===== config.mk =====
export PLATFORM = sky130hd
export DESIGN_NAME = sram_phase_seq
export DESIGN_NICKNAME = d
export VERILOG_FILES = /design/src/rtl/sram_pkg.sv /design/src/rtl/phase_cnt.sv /design/src/rtl/sram_phase_seq.sv
export SDC_FILE = /design/constraint.sdc
export NUM_CORES = 1
export LEC_CHECK = 0
export CORE_MARGIN = 4
export CORE_UTILIZATION = 52
export DETAILED_ROUTE_END_ITERATION = 6
export GPL_TIMING_DRIVEN = 0
export PLACE_DENSITY_LB_ADDON = 0.12
export SYNTH_ARGS = -nofsm -noshare
export SYNTH_HDL_FRONTEND = slang
export SYNTH_HIERARCHICAL = 1
export SYNTH_SLANG_ARGS = --single-unit

===== constraint.sdc =====
create_clock -name clk -period 7.3 [get_ports clk]
set_input_delay 1.46 -clock clk [delete_from_list [all_inputs] [get_ports clk]]
set_output_delay 1.46 -clock clk [all_outputs]
set_load 0.005 [all_outputs]

===== src/rtl/sram_pkg.sv =====
// Shared definitions for the SRAM access-phase sequencer and the array periphery:
// phase-state encoding, default phase lengths and the address/counter widths.
package sram_pkg;

  localparam int SRAM_AW = 8;
  localparam int SRAM_CW = 4;

  localparam int PRE_CYC_DEF = 2;
  localparam int WL_CYC_DEF  = 3;
  localparam int SA_CYC_DEF  = 1;

  typedef enum logic [2:0] {
    IDLE  = 3'd0,
    PRE   = 3'd1,
    WL    = 3'd2,
    SENSE = 3'd3,
    DONE  = 3'd4
  } phase_state_t;

endpackage


===== src/rtl/phase_cnt.sv =====
// Loadable down-counter with a zero flag; times the length of one access phase.
// It holds at zero rather than wrapping, so a stray decrement cannot restart a phase.
module phase_cnt #(
  parameter int CW = 4
) (
  input  logic          clk,
  input  logic          rst,
  input  logic          load,
  input  logic          dec,
  input  logic [CW-1:0] load_val,
  output logic          zero
);

  logic [CW-1:0] count;

  always_ff @(posedge clk or posedge rst) begin
    if (rst) begin
      count <= '0;
    end else if (load) begin
      count <= load_val;
    end else if (dec && (count != '0)) begin
      count <= count - CW'(1);
    end
  end

  assign zero = (count == '0);

endmodule


===== src/rtl/sram_phase_seq.sv =====
// Access-phase sequencer in the clk_copy domain: steps the macro through precharge,
// wordline and (reads only) sense phases of programmable length, then pulses done.
module sram_phase_seq
  import sram_pkg::*;
#(
  parameter int AW      = SRAM_AW,
  parameter int CW      = SRAM_CW,
  parameter int PRE_CYC = PRE_CYC_DEF,
  parameter int WL_CYC  = WL_CYC_DEF,
  parameter int SA_CYC  = SA_CYC_DEF
) (
  input  logic          clk,
  input  logic          rst,
  input  logic          req,
  input  logic          req_we,
  input  logic [AW-1:0] req_addr,
  input  logic [CW-1:0] cfg_pre,
  input  logic [CW-1:0] cfg_wl,
  input  logic [CW-1:0] cfg_sa,
  output logic          ack,
  output logic          busy,
  output logic          pre_en,
  output logic          wl_en,
  output logic [AW-1:0] wl_addr,
  output logic          we_en,
  output logic          sae_en,
  output logic          done
);

  phase_state_t  state;
  logic          we_lat;
  logic [CW-1:0] wl_len;
  logic [CW-1:0] sa_len;

  logic          cnt_load;
  logic          cnt_dec;
  logic [CW-1:0] cnt_val;
  logic          cnt_zero;

  // A zero configuration field selects the built-in default for that phase.
  function automatic logic [CW-1:0] eff_len(input logic [CW-1:0] cfg, input int def);
    return (cfg == '0) ? CW'(def) : cfg;
  endfunction

  assign ack = (state == IDLE) && req && !rst;

  phase_cnt #(
    .CW (CW)
  ) u_phase_cnt (
    .clk      (clk),
    .rst      (rst),
    .load     (cnt_load),
    .dec      (cnt_dec),
    .load_val (cnt_val),
    .zero     (cnt_zero)
  );

  // Counter loads length-1 on entry to each phase, so a phase spans exactly its length.
  always_comb begin
    cnt_load = 1'b0;
    cnt_dec  = 1'b0;
    cnt_val  = '0;
    case (state)
      IDLE: begin
        if (req) begin
          cnt_load = 1'b1;
          cnt_val  = eff_len(cfg_pre, PRE_CYC) - CW'(1);
        end
      end
      PRE: begin
        if (cnt_zero) begin
          cnt_load = 1'b1;
          cnt_val  = wl_len - CW'(1);
        end else begin
          cnt_dec = 1'b1;
        end
      end
      WL: begin
        if (cnt_zero) begin
          if (!we_lat) begin
            cnt_load = 1'b1;
            cnt_val  = sa_len - CW'(1);
          end
        end else begin
          cnt_dec = 1'b1;
        end
      end
      SENSE: begin
        cnt_dec = !cnt_zero;
      end
      default: begin
        cnt_load = 1'b0;
      end
    endcase
  end

  // Each transition also sets the enables of the state being entered, so every
  // enable is a plain flop that is high for exactly the cycles spent in its phase.
  always_ff @(posedge clk or posedge rst) begin
    if (rst) begin
      state   <= IDLE;
      busy    <= 1'b0;
      pre_en  <= 1'b0;
      wl_en   <= 1'b0;
      we_en   <= 1'b0;
      sae_en  <= 1'b0;
      done    <= 1'b0;
      wl_addr <= '0;
      we_lat  <= 1'b0;
      wl_len  <= '0;
      sa_len  <= '0;
    end else begin
      done <= 1'b0;
      case (state)
        IDLE: begin
          if (req) begin
            state   <= PRE;
            busy    <= 1'b1;
            pre_en  <= 1'b1;
            wl_addr <= req_addr;
            we_lat  <= req_we;
            wl_len  <= eff_len(cfg_wl, WL_CYC);
            sa_len  <= eff_len(cfg_sa, SA_CYC);
          end
        end
        PRE: begin
          if (cnt_zero) begin
            state  <= WL;
            pre_en <= 1'b0;
            wl_en  <= 1'b1;
            we_en  <= we_lat;
          end
        end
        WL: begin
          if (cnt_zero) begin
            wl_en <= 1'b0;
            we_en <= 1'b0;
            if (we_lat) begin
              state <= DONE;
              done  <= 1'b1;
            end else begin
              state  <= SENSE;
              sae_en <= 1'b1;
            end
          end
        end
        SENSE: begin
          if (cnt_zero) begin
            state  <= DONE;
            sae_en <= 1'b0;
            done   <= 1'b1;
          end
        end
        DONE: begin
          state <= IDLE;
          busy  <= 1'b0;
        end
        default: begin
          state  <= IDLE;
          busy   <= 1'b0;
          pre_en <= 1'b0;
          wl_en  <= 1'b0;
          we_en  <= 1'b0;
          sae_en <= 1'b0;
          done   <= 1'b0;
        end
      endcase
    end
  end

endmodule

==> summary.txt <==
Yosys
  • Distinct cell type count after synthesis: a little over 40
  • Sequential share of the synthesized area: 47.6%
  • Mapped Area: 1580 um2
  • Mapped Avg Cell Area: 10.4 um2
  • Post-synth top cells: dfrtp_1, o21ai_0, inv_1, mux2_2, nand2_1
  • Yosys top cell by area: dfrtp_1
  • Post-synth top flop: dfrtp_1
  • Fraction of registers with async set/reset: 100%
  • Number of synthesized flops with an enable pin: 0
  • Top cells by area, synth: dfrtp_1, mux2_2, o21ai_0
  • Yosys top cell area share: between 40% and 50%
  • Cells after synthesis: 151
  • Synthesis Warnings: 6
  • Most frequent cell after synthesis: dfrtp_1
  • Synth Register Bits: 30
  • Post-synthesis net count: around 180

Floorplanning
  • Initial Util: 55.8%
  • Area of the core: 2830 um2
  • # rows: 19
  • Die X: 63.1 um
  • I/O pin count: 39
  • Die Ht: 63.1 um
  • Die Area: between 3000 and 4000 um2

Worst setup path
  • CP Capture Type: output pin
  • Setup CP Type: in -> out
  • Worst flop-to-flop path endpoint: u_phase_cnt/count[3]
  • Worst reg-to-reg path cell count: 11
  • Reg2Reg Setup Slack: 4.48 ns
  • Critical Path Start Type: input port
  • Crit-path max FO: 5
  • Worst Path Required: 5.84 ns
  • Worst R2R Start: u_phase_cnt/count[0]
  • WP data arrival: 2.91 ns

STA
  • Worst Tran Pin Value: 0.958 ns
  • Setup TNS: 0 ns
  • Tmin final: ~4.4 ns
  • Max Slew Vio Count: 0
  • Clock Skew: approximately 0.0070 ns
  • Final hold violation count: 0
  • Final setup viols: 0
  • Max transition margin: between 30% and 40%
  • Period utilization: 59.8%
  • RSZ-0062 raised after global routing: no
  • Fmax: 229 MHz

Detailed routing
  • Post-route DRC: 0
  • Final WL: 3320 um
  • Final ANT Viol Nets: 0
  • Vias per Instance: 5.61
  • First-pass detailed-route iteration total: 6
  • DR vias: 1279
  • Avg WL per Cell: 14.5 um
  • Detailed Route Iter0 Violations: 48

Worst hold path
  • WHS Endpoint: wl_addr[1]
  • Worst hold start: wl_addr[1]
  • Min-delay worst type: reg -> reg
  • WHS Path Cells: 1

Placement
  • Final GP Congestion: 0.770
  • Post-DP HPWL: 2620 um
  • PortBufs: 38

Final layout
  • Inserted Diodes: 0
  • NumNets Final: 223
  • Share of cells above drive strength 1: 14.2%
  • Final cell utilization of the core: roughly 73%
  • Area grow syn2layout: 30.4%

Clocking
  • Clock Latency Late Sink: about 0.34 ns
  • H-tree levels: 2
  • Max clock buf depth: 2
  • Sink Count: 30
  • Post_cts resized: 0
  • Post-CTS Hold Buffers: 0
  • Post-CTS Setup Bufs: 0
  • Clk pin slew, worst setup/hold paths: 0.09 ns
  • CTS tree: done
  • CTS Buf Count: 5
  • Root cell of the clock tree: clkbuf_4

Power and ir drop
  • Worst VDD drop: 0.251 mV
  • Leakage: 0.892 nW
  • PwrDens: 400 nW/um2

Job
  • Max cap viols: 0

GRT
  • Initial antenna violation count: 0
  • Total GRT Usage: between 10% and 20%
  • First-pass GRT wire length: ~5700 um
  • Largest net degree at the start of global routing: 27
  • Vias in the first global route: 1349
  • Total congestion overflow: 0

Run status
  • Status: complete, no violations
==> critical path, stage by stage <==
cell and delay (ns):
clkdlybuf4s50_1 0.50, nor2b_1 0.18, nand2_1 0.15, nor2_1 0.11, clkdlybuf4s50_1 0.51
==> per-layer routing <==
| metal | part of all wire, % | track usage [%] |
|---|---|---|
| met1 | 40 | 18.9 |
| met2 | 51 | 32.8 |
| met3 | 6.5 | 7.99 |
| met4 | 1.8 | 8.26 |
| met5 | 0 | 0 |
==> layout by cell type, fill, tap and decap left out, types with 3 or more instances in the layout <==
| cell type | Yosys | routed |
|---|---|---|
| clkdlybuf4s50_1 | 0 | 38 |
| nor2_1 | 6 | 6 |
| clkbuf_1 | 3 | 4 |
| nand2b_1 | 3 | 3 |
| dfrtp_1 | 30 | 30 |
| mux2_2 | 13 | 13 |
| a21oi_1 | 6 | 6 |
| xnor2_1 | 3 | 3 |
| nand2_1 | 9 | 9 |
| nor3_1 | 6 | 6 |
| o31a_1 | 3 | 3 |
| ha_1 | 3 | 3 |
| o221ai_1 | 3 | 3 |
| clkbuf_4 | 0 | 5 |
| inv_1 | 13 | 13 |
| nor2b_1 | 3 | 3 |
| o21ai_0 | 15 | 15 |
==> sequential cells by signal (all words and copies together) (netlist names) <==
register           count
wl_en                  1
pre_en                 1
wl_addr                8
u_phase_cnt/count      4
we_lat                 1
sae_en                 1
busy                   1
wl_len                 4
done                   1
state                  3
sa_len                 4
we_en                  1
==> worst max-delay path by stage <==
stage / start / to / slack, ns
2_1_floorplan: req / ack / 4.01
3_3_place_gp: req / ack / 2.95
3_5_place_dp: req / ack / 2.93
4_1_cts: req / ack / 2.92
5_1_grt: req / ack / 2.84
6_report: req / ack / 2.93
==> metrics by stage <==
step / hold WS (ns) / cells / total power, mW / instance area, um2 / setup slack (ns)
after CTS: 0.516 / 228 / 0.833 / 2060 / 2.92
final: 0.516 / 228 / 0.822 / 2060 / 2.93
after global routing: 0.526 / 228 / 0.899 / 2060 / 2.84
after global placement: 0.489 / 220 / 0.698 / 2000 / 2.95
after detailed placement: 0.496 / 220 / 0.724 / 2000 / 2.93
after floorplan: 0.498 / 151 / 0.566 / 1580 / 4.01
==> cells by family (layout without fill, tap and decap cells) <==
kind of cell / after synthesis / count (layout) / synth area share (%)
buffers and inverters: 20 / 66 / 5.47
and+or+nand+nor: 40 / 40 / 16.3
AOI/OAI and AO/OA: 42 / 42 / 17.3
adders and majority gates: 3 / 3 / 2.38
DFF: 30 / 30 / 47.6
muxes: 13 / 13 / 9.28
xor gates and xnor gates: 3 / 3 / 1.67
==> area by class of cell <==
| class | count | area, um2 |
|---|---|---|
| Fill cell | 229 | 772 |
| Clock inverter | 1 | 5.00 |
| Inverter | 13 | 48.8 |
| Buffer | 7 | 37.5 |
| Multi-Input combinational cell | 101 | 741 |
| Tap cell | 31 | 38.8 |
| Timing Repair Buffer | 38 | 380 |
| Sequential cell | 30 | 751 |
| Clock buffer | 7 | 55.1 |
==> power by group <==
part / total, mW / switching (mW) / leakage (nW) / internal (mW)
combinational: 0.413 / 0.181 / 0.495 / 0.232
sequential: 0.305 / 0.0594 / 0.361 / 0.246
clock: 0.104 / 0.0577 / 0.0353 / 0.0466
Note: power is estimated with default switching activity, not from simulation.
